===== src/rtl/ex_result_buffer.sv =====
// EX->WB result buffer: 2-entry in-order skid FIFO with valid/ready to writeback, the
// architectural C/Z flags, and two operand forwarding lookups over the buffered results.
module ex_result_buffer #(
  parameter int unsigned DW = 8,
  parameter int unsigned RW = 3
) (
  input  logic          clk,
  input  logic          rst_n,
  input  logic          ex_valid,
  output logic          ex_ready,
  input  logic          ex_flush,
  input  logic [4:0]    alu_fn,
  input  logic [DW-1:0] alu_y,
  input  logic          alu_cout,
  input  logic [RW-1:0] ex_rd,
  input  logic          ex_we,
  output logic          flag_c,
  output logic          flag_z,
  output logic          wb_valid,
  input  logic          wb_ready,
  output logic [DW-1:0] wb_data,
  output logic [RW-1:0] wb_rd,
  output logic          wb_we,
  input  logic [RW-1:0] rs_a,
  input  logic [RW-1:0] rs_b,
  output logic          fwd_a_hit,
  output logic          fwd_b_hit,
  output logic [DW-1:0] fwd_a_data,
  output logic [DW-1:0] fwd_b_data
);

  // Slot 0 is always the head; slot 1 (when valid) is always the younger entry.
  logic [1:0]          valid_q, valid_d;
  logic [1:0][DW-1:0]  data_q, data_d;
  logic [1:0][RW-1:0]  rd_q, rd_d;
  logic [1:0]          we_q, we_d;
  logic                c_q, c_d;
  logic                z_q, z_d;
  logic                enq, deq;

  assign ex_ready = ~valid_q[1];
  assign wb_valid = valid_q[0];
  assign wb_data  = data_q[0];
  assign wb_rd    = rd_q[0];
  assign wb_we    = we_q[0];
  assign flag_c   = c_q;
  assign flag_z   = z_q;

  assign enq = ex_valid & ex_ready & ~ex_flush;
  assign deq = wb_valid & wb_ready;

  always_comb begin
    valid_d = valid_q;
    data_d  = data_q;
    rd_d    = rd_q;
    we_d    = we_q;
    c_d     = c_q;
    z_d     = z_q;

    if (deq) begin
      valid_d    = {1'b0, valid_q[1]};
      data_d[0]  = data_q[1];
      rd_d[0]    = rd_q[1];
      we_d[0]    = we_q[1];
    end

    if (enq) begin
      // Lands behind whatever survives this cycle's dequeue.
      if (valid_q[0] && !deq) begin
        valid_d[1] = 1'b1;
        data_d[1]  = alu_y;
        rd_d[1]    = ex_rd;
        we_d[1]    = ex_we;
      end else begin
        valid_d[0] = 1'b1;
        data_d[0]  = alu_y;
        rd_d[0]    = ex_rd;
        we_d[0]    = ex_we;
      end

      // fn[3:2]: 00 arith, 01 logic, 10 shift/rotate, 11 and fn>=16 leave flags alone.
      if (!alu_fn[4]) begin
        unique case (alu_fn[3:2])
          2'b00, 2'b10: begin
            c_d = alu_cout;
            z_d = (alu_y == '0);
          end
          2'b01:   z_d = (alu_y == '0);
          default: ;
        endcase
      end
    end
  end

  always_ff @(posedge clk or negedge rst_n) begin
    if (!rst_n) begin
      valid_q <= '0;
      data_q  <= '0;
      rd_q    <= '0;
      we_q    <= '0;
      c_q     <= 1'b0;
      z_q     <= 1'b0;
    end else begin
      valid_q <= valid_d;
      data_q  <= data_d;
      rd_q    <= rd_d;
      we_q    <= we_d;
      c_q     <= c_d;
      z_q     <= z_d;
    end
  end

  // Returns {hit, data}; the younger slot takes priority.
  function automatic logic [DW:0] lookup(input logic [RW-1:0] rs);
    logic [DW:0] res;
    res = '0;
    if (valid_q[0] && we_q[0] && (rd_q[0] == rs)) res = {1'b1, data_q[0]};
    if (valid_q[1] && we_q[1] && (rd_q[1] == rs)) res = {1'b1, data_q[1]};
    return res;
  endfunction

  always_comb begin
    {fwd_a_hit, fwd_a_data} = lookup(rs_a);
    {fwd_b_hit, fwd_b_data} = lookup(rs_b);
  end

endmodule


===== config.mk =====
export PLATFORM = sky130hd
export DESIGN_NAME = ex_result_buffer
export DESIGN_NICKNAME = d
export VERILOG_FILES = /design/src/rtl/ex_result_buffer.sv
export SDC_FILE = /design/constraint.sdc
export NUM_CORES = 1
export LEC_CHECK = 0
export CORE_MARGIN = 5
export CORE_UTILIZATION = 43
export CTS_BUF_LIST = sky130_fd_sc_hd__clkbuf_4 sky130_fd_sc_hd__clkbuf_8
export CTS_CLUSTER_DIAMETER = 80
export CTS_CLUSTER_SIZE = 8
export DETAILED_ROUTE_END_ITERATION = 7
export GPL_ROUTABILITY_DRIVEN = 0
export PLACE_DENSITY = 0.89
export SLEW_MARGIN = 10
export SYNTH_ARGS = -nofsm -noshare
export SYNTH_HDL_FRONTEND = slang
export SYNTH_SLANG_ARGS = --single-unit

===== constraint.sdc =====
create_clock -name clk -period 1.65 [get_ports clk]
set_input_delay 0.33 -clock clk [delete_from_list [all_inputs] [get_ports clk]]
set_output_delay 0.33 -clock clk [all_outputs]
set_load 0.005 [all_outputs]

=== After elaboration in Yosys (flattened, before gate mapping) ===
Cells that the tools add are included.
W data, S select, Z words.

* Register bits after elaboration: 28
* Bits of input ports: 29
* Output and inout port bits: 34
* Word-level logic and storage cells: 53

* Eq/ne operators: 6
* Multiplexer cells: 17
* Bitwise gates (word level): 6
* Reductions and logical operators: 15

{| class="wikitable"
|+ Operator list
! operator !! count
|-
| $mux W9 || 4
|-
| $mux W8 || 3
|-
| $eq A3 B3 Y1 || 4
|-
| $mux W3 || 3
|-
| $logic_not A8 Y1 || 1
|-
| $logic_and A1 B1 Y1 || 7
|-
| $reduce_and A3 Y1 || 2
|-
| $mux W1 || 5
|-
| $mux W2 || 2
|-
| $and A1 B1 Y1 || 3
|-
| $not A1 Y1 || 3
|-
| $reduce_or A3 Y1 || 1
|-
| $eq A2 B1 Y1 const B || 1
|-
| $eq A2 B2 Y1 const B || 1
|-
| $logic_not A2 Y1 || 1
|-
| $reduce_and A2 Y1 || 1
|-
| $reduce_or A2 Y1 || 1
|-
| $logic_not A1 Y1 || 1
|}

=== Depth between registers and ports, before layout ===
Gate-level depths: netlist of run 1.

* Word-level depth: 5
* Depth in mapped cells: 4
* Mapped depth without buffers: 3

=== Least setup slack after synthesis of run 1 ===
OpenSTA, ideal clock, no wires.

* Path type: register -> output
* From: register rd_q[3] (netlist bit)
* To: output port fwd_a_data[0]
* Arrival time: 1390 ps
* Data required time: 1320 ps
* Setup slack: -70 ps
* Cell stages (with the launch flop): 5
* Path buffers: 1
* Cells stage by stage: dfrtp_1 xor2_1 or4_1 buf_6 mux2i_1

* Cells in the longest elaborated chain, start to end: 3

{| class="wikitable"
|+ RTL lines
! item !! line !! RTL
|-
| start: declaration || 35 || <nowiki>logic [1:0][RW-1:0] rd_q, rd_d;</nowiki>
|-
| start signal: assignment || 106 || <nowiki>rd_q <= rd_d;</nowiki>
|-
| $eq A3 B3 Y1 || 118 || <nowiki>if (valid_q[1] && we_q[1] && (rd_q[1] == rs)) res = {1'b1, data_q[1]};</nowiki>
|-
| $logic_and A1 B1 Y1 || 118 ||
|-
| $mux W9 || 118 ||
|-
| end: declaration || 28 || <nowiki>output logic [DW-1:0] fwd_a_data,</nowiki>
|}

Every way passes these cells.

=== Worst setup path after layout of run 1 ===
* From: register rd_q[5] (netlist bit)
* To: output port fwd_b_data[7]

* Cells in the longest elaborated chain, start to end: 3

{| class="wikitable"
|+ RTL lines
! item !! line !! RTL
|-
| $eq A3 B3 Y1 || 118 ||
|-
| $logic_and A1 B1 Y1 || 118 ||
|-
| $mux W9 || 118 ||
|-
| end: declaration || 29 || <nowiki>output logic [DW-1:0] fwd_b_data</nowiki>
|}

Every way passes these cells.

==> out/qor.csv, run 1 <==
metric,value,unit
Placed Instances,298,
max_slew headroom,74.24,%
Least-Margin Pin Slew,0.3829,ns
clock network power share,12.0,%
Die Area,0.005913,sq mm
"Slowest-stage cell, CP",or4_4,
Total Nets Final,299,
CTS buffer count,3,
Setup crit start kind,flop,
Setup CP Type,reg2out,
post-DR wirelength/cell,19.38,um
Worst-path clk slew,0.10,ns
Tcrit/Tclk final,140.3,%
DRC viols,0,
# fillers,300,
"Distinct cells, synth",23,
# clock sinks,28,
die width,76.90,um
synthesized netlist net count,196,
static leakage,0.001648,uW
fin worst setup slack,-0.6648,ns
"Clk Latency, worst-skew pair",0.28,ns
DR vias/cell,5.530,
Layout area overhead,58.26,%
row count,24,
fin crit period,2.315,ns
total wire length,6.221,mm
PD cells,1504,mW/mm^2
via count,1775,
Syn Area/Cell,11.52,sq um
Post-DRT Antenna Nets,0,
placed wire-length estimate,3.943,mm
Seq cells post-synth,28,
initial antenna violation count,0,
first-pass GRT wire length,9.618,mm
Core Region,0.004354,sq mm
io pins,63,
Synth area leaders,"dfrtp_1 36%, mux2_4 15%, mux2_2 11%",
final setup vio count,43,
Worst IR Drop VDD,0.0006414,V
FF-to-FF setup slack,-0.14,ns
Int Pwr,3013,uW
Fin Hold WS,0.4225,ns
pin count of the biggest net entering global routing,29,
final instance area,0.003045,sq mm
CTS tree,built,
max incr delay on CP,0.55,ns
RSZ-0062 raised after global routing,yes,
initial core utilization,44.20,%
fin cells,321,
Syn Inst Count,167,
Synth top area share,36.41,%
Post-Syn Area,0.001924,sq mm
post-synthesis compound-gate area fraction,1.040,%
layout cells sized above 1,46.84,%
YS warnings,0,
Synth Area in Adders,0,%
Seq pwr share,27.8,%
antenna diode count,0,
largest family of logic cells by synthesized area,multiplexers,
Crit path max-delay family,simple AND/OR/NAND/NOR gates,
global route overflow,0,
clk buf depth,2,
H-tree depth,1,
Critical Path RT,1.32,ns
met2 usage,35.31,%
DP Area,0.002749,sq mm
CP arrival,1.98,ns
area share of xor/xnor cells in the synthesized design,5.462,%
drt pass-1 iters,4,
"Seq/Total Area, Yosys",36.41,%
"most used cell, CP",buf_6,
net switching power,1568,uW
Critical Path Fanout Max,5,
met1 usage,24.06,%
# port buffers,60,
Yosys top cell by area,dfrtp_1,
Die H,76.90,um
Gate power share,60.2,%
fmax,432.0,MHz
worst path buffer plus inverter count,3,
mux contribution to synthesized area,34.20,%
status,"complete, but fails checks",
Initial DRC Count,183,
Tot GR Track Use,20.04,%
met3 usage,3.981,%
final hold violations,0,
final setup TNS,-12.03,ns
GRT Max-Usage Layer,met2,
failing checks,negative setup slack,
simple-gate portion of the synthesized area,13.65,%
"Cell Chain, Critical Path",xor2_1 -> or4_4 -> buf_6 -> buf_6 -> mux2i_1 -> buf_2,
final max-slew violation count,0,
hold buffer count at cts,0,
root buffer cell,clkbuf_8,
skew final,0.006972,ns
Final Power,4581,uW
critical path endpoint category,output pin,
Sw Ratio,34.23,%
max cap viols,0,
HP Class,in2async,
vias in the first global route,1904,
power groups by stage:
stage	registers (uW)	logic, uW	clock network [uW]
after floorplan	1240	1280	0
after global placement	1270	2300	0
after detailed placement	1300	2360	0
after CTS	1260	2570	556
after global routing	1310	2920	572
final	1270	2760	549
worst paths after layout:
| path | start | to | cells after the start |
|---|---|---|---|
| setup / recovery | rd_q[5] | fwd_b_data[7] | 6 |
| hold / removal | rst_n | flag_z | 2 |
| setup reg to reg | valid_q[1] | rd_q[3] | 5 |
| hold reg to reg | flag_z | flag_z | 2 |
| max in group asynchronous | rst_n | we_q[0] | 2 |
| min in group clk | flag_z | flag_z | 2 |
Yosys cell counts:
library cell and n:
buf_6 4, xnor2_1 6, nand2_1 8, and3_1 8
buf_4 11, xor2_1 6, or4_1 2, nor3_1 1
or3b_4 1, buf_2 1, a21o_1 1, dfrtp_1 28
mux2_4 19, and2_1 1, nor4_1 2, a211oi_1 1
nand3b_4 1, o21ai_0 1, mux2_2 18, clkbuf_1 1
inv_1 11, mux2i_1 17, nand4_1 18
cells in the final DEF (no fill, tap or decap), drive strengths merged:
cell type	Yosys	routed
buf	16	73
mux2	37	37
clkdlybuf4s50	0	31
dfrtp	28	28
nand4	18	18
mux2i	17	17
inv	11	11
and3	8	8
nand2	8	8
xnor2	6	6
xor2	6	6
dlygate4sd2	0	5
dlymetal6s2s	0	5
clkbuf	1	3
nand3b	1	2
nor4	2	2
or4	2	2
or3b	1	1
a21o	1	1
o21ai	1	1
and2	1	1
nor3	1	1
a211oi	1	1
bufinv	0	1
layer usage:
layer  wire length (um)  vias to the layer above
li1                   -                      806
met1               2445                      863
met2               3143                       83
met3                418                       23
met4                214                        0
met5                  0                        -
sequential cells by signal, summed over array words and instances (netlist names):
| register | cells |
|---|---|
| data_q | 8 |
| flag_c | 1 |
| rd_q | 3 |
| we_q | 2 |
| wb_data | 8 |
| valid_q | 2 |
| wb_rd | 3 |
| flag_z | 1 |
logic make-up (layout without fill, tap and decap cells):
logic type | Yosys count | after routing
and+or+nand+nor | 42 | 43
muxes | 54 | 54
xor gates and xnor gates | 12 | 12
AOI/OAI and AO/OA | 3 | 3
buffers and inverters | 28 | 129
DFF | 28 | 28
metrics by stage:
stage	utilization, %	setup slack [ns]
global placement	63.13	-1.043
finish	69.94	-0.6648
CTS	68.42	-0.6269
floorplan	-	-0.06414
detailed placement	63.13	-1.126
global route	69.94	-0.7144
area by class of cell:
cell class	instances	area, sq um	area share [%]
Multi-Input combinational cell	112	1119	36.73
Timing Repair Buffer	114	1046	34.35
Tap cell	52	65.06	2.136
Inverter	11	41.29	1.356
Clock buffer	3	41.29	1.356
Clock inverter	1	30.03	0.9860
Sequential cell	28	703.2	23.09
repair_timing:
action                                  4_1_cts  5_1_grt
cloned                                        4        0
resized for setup                           108       14
endpoints found under the setup margin       46       51
pin swaps                                     3        1
setup buffers                                11        7
No activity file was read; power rests on OpenSTA's default activity.
==> run 2, diff against run 1 <==
--- a/config.mk
+++ b/config.mk
@@ -13,6 +13,7 @@
 export DETAILED_ROUTE_END_ITERATION = 7
 export GPL_ROUTABILITY_DRIVEN = 0
 export PLACE_DENSITY = 0.89
+export SETUP_SLACK_MARGIN = 0.02
 export SLEW_MARGIN = 10
 export SYNTH_ARGS = -nofsm -noshare
 export SYNTH_HDL_FRONTEND = slang
==> run 2 against run 1 <==
The run still ends with negative setup slack left. Worst setup slack improved by 0.0065 ns. Global-route usage increased by 0.45 points. Die area unchanged. Critical endpoint is now fwd_b_data[6]. Largest power group unchanged.
==> out/qor.csv, run 2 (synthesis results as in run 1) <==
metric,value,unit
Post-DRT Antenna Nets,0,
FF-to-FF setup slack,-0.13,ns
max_slew headroom,73.95,%
clock network power share,12.2,%
critical path endpoint category,output pin,
post-layout util,69.63,%
fin worst setup slack,-0.6582,ns
# fillers,305,
hold buffer count at cts,0,
Layout area overhead,57.54,%
Worst-path clk slew,0.10,ns
drt pass-1 iters,4,
Fin Hold WS,0.4220,ns
Sw Ratio,33.89,%
row count,24,
global route overflow,0,
# port buffers,60,
skew final,0.002448,ns
final max-slew violation count,0,
initial core utilization,44.20,%
first-pass GRT wire length,9.880,mm
CTS buffer count,3,
path depth of the worst reg2reg path,5,
Int Pwr,2962,uW
DRC viols,0,
final instance area,0.003032,sq mm
Die Area,0.005913,sq mm
PD cells,1478,mW/mm^2
final setup vio count,43,
status,"complete, but fails checks",
layout cells sized above 1,46.64,%
# clock sinks,28,
most frequent cells in the layout,"31 x buf_4, 30 x clkdlybuf4s50_1, 26 x dfrtp_1",
Worst IR Drop VDD,0.0006251,V
static leakage,0.001620,uW
"Clk Latency, worst-skew pair",0.27,ns
reg-to-reg endpoint,rd_q[3],
fin crit period,2.308,ns
Setup CP Type,reg2out,
DP Area,0.002749,sq mm
Gate power share,59.3,%
total wire length,5.990,mm
HP Class,in2async,
Core Region,0.004354,sq mm
DR vias/cell,5.399,
Post-Place Worst Slack,-1.126,ns
die width,76.90,um
Setup crit start kind,flop,
initial antenna violation count,1,
post-DR wirelength/cell,18.66,um
register area,703.2,sq um
Least-Margin Pin Slew,0.3871,ns
Critical Path Fanout Max,5,
H-tree depth,1,
placed wire-length estimate,3.943,mm
Seq pwr share,28.5,%
CTS tree,built,
"most common cell after layout, fill and taps aside",buf_4,
failing checks,negative setup slack,
net switching power,1518,uW
Critical Path RT,1.32,ns
multi-input logic area,0.001119,sq mm
Critical R2R Launch,valid_q[1],
Total Nets Final,298,
Initial DRC Count,120,
CP arrival,1.98,ns
io pins,63,
via count,1733,
pin count of the biggest net entering global routing,29,
Tcrit/Tclk final,139.9,%
clk buf depth,2,
fmax,433.2,MHz
final hold violations,0,
root buffer cell,clkbuf_8,
RSZ-0062 raised after global routing,yes,
vias in the first global route,1992,
Die H,76.90,um
Critical path origin,rd_q[5],
Tot GR Track Use,20.49,%
max cap viols,0,
-- run 2: cell count changes in the layout (fill, tap and decap cells not counted), sizes merged --
cell	before	now
diode	0	1
buf	73	72
dlygate4sd2	5	9
clkdlybuf4s50	31	30
dlymetal6s2s	5	2
-- run 2: what timing repair did --
action	in CTS	in global routing
pin swaps	3	1
setup endpoints to repair	49	48
endpoints found under the hold margin	0	0
resized for setup	115	8
buffers inserted	14	2
cloned	4	0
-- run 2: per-stage QoR --
| stage | std cells | power (uW) | setup TNS [ns] |
|---|---|---|---|
| after floorplan | 167 | 2529 | -1.026 |
| after global placement | 298 | 3575 | -25.90 |
| after detailed placement | 298 | 3658 | -27.22 |
| after CTS | 320 | 4435 | -15.59 |
| after global routing | 321 | 4713 | -13.94 |
| final | 321 | 4480 | -11.91 |
-- run 2: cell type report --
class / instances / share of cell area [%]
multi-input cells: 112 / 36.90
repair buffers: 113 / 33.97
flip-flops and latches: 28 / 23.19
well taps: 52 / 2.146
clock buffers: 3 / 1.362
inverters: 11 / 1.362
clock inverters: 1 / 0.9905
diodes: 1 / 0.08254
-- run 2: worst max-delay path by stage --
stage                          to  slack [ns]
finish              fwd_b_data[6]       -0.66
global route        fwd_b_data[1]       -0.72
CTS                 fwd_b_data[6]       -0.63
detailed placement  fwd_b_data[4]       -1.13
global placement    fwd_b_data[1]       -1.04
floorplan           fwd_a_data[0]       -0.06
-- run 2: routing by layer --
layer  up-vias  part of all wire (%)  wire [um]  track usage [%]
met2        71                    53       3152            37.44
met1       850                    39       2358            23.51
met3        10                   6.3        380            3.981
met5         -                     0          0                0
li1        802                     -          -                -
met4         0                   1.6         98            6.993
-- run 2: power groups by stage --
| stage | combinational [uW] | clock, uW | sequential, uW |
|---|---|---|---|
| after floorplan | 1280 | 0 | 1240 |
| after global placement | 2300 | 0 | 1270 |
| after detailed placement | 2360 | 0 | 1300 |
| after CTS | 2630 | 556 | 1250 |
| after global routing | 2830 | 567 | 1310 |
| final | 2660 | 548 | 1280 |
-- run 2: worst max-delay path, stage by stage, from the launching register on --
cell and delay, ns:
dfrtp_1 0.43, xor2_1 0.16, or4_4 0.55, buf_6 0.16
buf_6 0.11, mux2i_1 0.15, buf_2 0.14
==> RTL edit (settings of run 1) <==
Take the reset off `data_q` and `rd_q` and load them in a clocked block of their own.
--- a/src/rtl/ex_result_buffer.sv
+++ b/src/rtl/ex_result_buffer.sv
@@ -95,19 +95,20 @@
   always_ff @(posedge clk or negedge rst_n) begin
     if (!rst_n) begin
       valid_q <= '0;
-      data_q  <= '0;
-      rd_q    <= '0;
       we_q    <= '0;
       c_q     <= 1'b0;
       z_q     <= 1'b0;
     end else begin
       valid_q <= valid_d;
-      data_q  <= data_d;
-      rd_q    <= rd_d;
       we_q    <= we_d;
       c_q     <= c_d;
       z_q     <= z_d;
     end
+  end
+
+  always_ff @(posedge clk) begin
+    data_q <= data_d;
+    rd_q   <= rd_d;
   end
 
   // Returns {hit, data}; the younger slot takes priority.
Behaviour: not the same (a bounded check fails within 4 cycles, from zero or initial values and one cycle with rst_n low).
==> RTL edit against run 1 <==
The flow still finishes with violations (negative setup slack). Power decreased by 28%. Wire length fell by 4.1%. Sequential power is 17% lower. Count of clock-buffer cells in the layout rose by 1. Worst setup slack got worse by 0.19 ns. Clock power is 25% lower. Die area shrank 9.4%. Synthesized area fell by 11%. Register-to-register slack better by 0.13 ns. Cell count is 6.2% lower. Design area fell by 10%. Sequential cell count is the same. Critical path depth is the same. Highest routed layer unchanged.
==> RTL edit: results (changes against run 1) <==
Syn Inst Count 155 (-7.2%); Post-synth EDFFs 11 (+11); Iteration-0 DRC Markers 147 (-20%); vias 1645 (-7.3%); dpl ws -1.15 ns (-0.0267 ns); GRT Overall Usage 0.193 (-0.00721); mux contribution to synthesized area 0.269 (-0.0725); R2R depth 6 (+1); vias in the first global route 1620 (-15%); setup slack after layout -0.855 ns (-0.191 ns); final-layout clock-cell area share 0.0178 (-0.00559); top_reg_cell synth edfxtp_1; Setup-failing EPs final 19 (-56%); violated checks negative setup slack; met3 WL 450 microns (+7.7%); first-pass GRT wire length 7880 microns (-18%); seq_cells 28 (unchanged); status finished with violations; Post-synth ARST share 0.214 (-0.786); Synth top cells by count mux2_2, nand4_1, mux2i_1; compound-gate portion of the synthesized area 0.0117 (+0.00125); worst slew pin tran 0.362 ns (-0.0212 ns); R2R Setup Slk -0.01 ns (+0.13 ns); Non-CTS buffers 106 (-7.0%); Cell variety after synth 27 (+17%); DP Area 2500 sq um (-9.2%); met2 routed WL 3100 microns (-1.3%); NonClk Buf Share 0.342 (-0.000988); Synth Area in XOR/XNOR 0.0612 (+0.00656); hold slack 0.284 ns (-0.138 ns); filler instances 289 (-3.7%); R2R Path End wb_rd[2]; #MultiIn Comb 102 (-8.9%); # clk buffers 4 (+1); reg2reg start valid_q[0]; dominant cells by area after synthesis edfxtp_1, mux2_2, dfxtp_1
[RTL edit: metal layers]
layer,global-route usage,up-vias
met4,0.0820,0
met3,0.0303,13
met5,0,-
met1,0.221,796
li1,-,754
met2,0.352,82
[RTL edit: per-stage QoR]
stage | TNS [ns] | total power [uW] | util
3_5_place_dp | -23.87 | 2680 | 0.633
2_1_floorplan | -1.41 | 1870 | -
5_1_grt | -13.46 | 3480 | 0.694
3_3_place_gp | -23.29 | 2620 | 0.633
4_1_cts | -11.85 | 3100 | 0.657
6_report | -12.16 | 3320 | 0.694
[RTL edit: kinds of logic after synthesis]
family,Yosys count
buffers and inverters,27
AOI/OAI and AO/OA,3
and+or+nand+nor,42
DFF,28
xor gates and xnor gates,12
muxes,43
[RTL edit: worst max-delay path by stage]
stage | slack (ns) | startpoint | depth (start not counted) | to
6_report | -0.86 | rd_q[3] | 6 | fwd_b_data[7]
5_1_grt | -0.88 | rd_q[3] | 6 | fwd_b_data[7]
4_1_cts | -0.75 | rd_q[3] | 6 | fwd_b_data[7]
3_5_place_dp | -1.15 | rs_a[2] | 6 | fwd_a_data[1]
3_3_place_gp | -1.09 | rs_a[2] | 6 | fwd_a_data[2]
2_1_floorplan | -0.09 | rd_q[5] | 4 | fwd_a_data[0]
[RTL edit: where the power goes]
| part | switching (uW) | total [uW] | internal, uW |
|---|---|---|---|
| Combinational | 763 | 1840 | 1080 |
| Clock | 222 | 413 | 190 |
| Sequential | 145 | 1060 | 919 |
[RTL edit: what timing repair did]
item                                    CTS  global route
endpoints found under the setup margin   21            37
gates cloned                              1             2
hold buffers                              0             0
gates resized for setup                  84            24
buffers inserted                         11             4
pin swaps                                 3             3
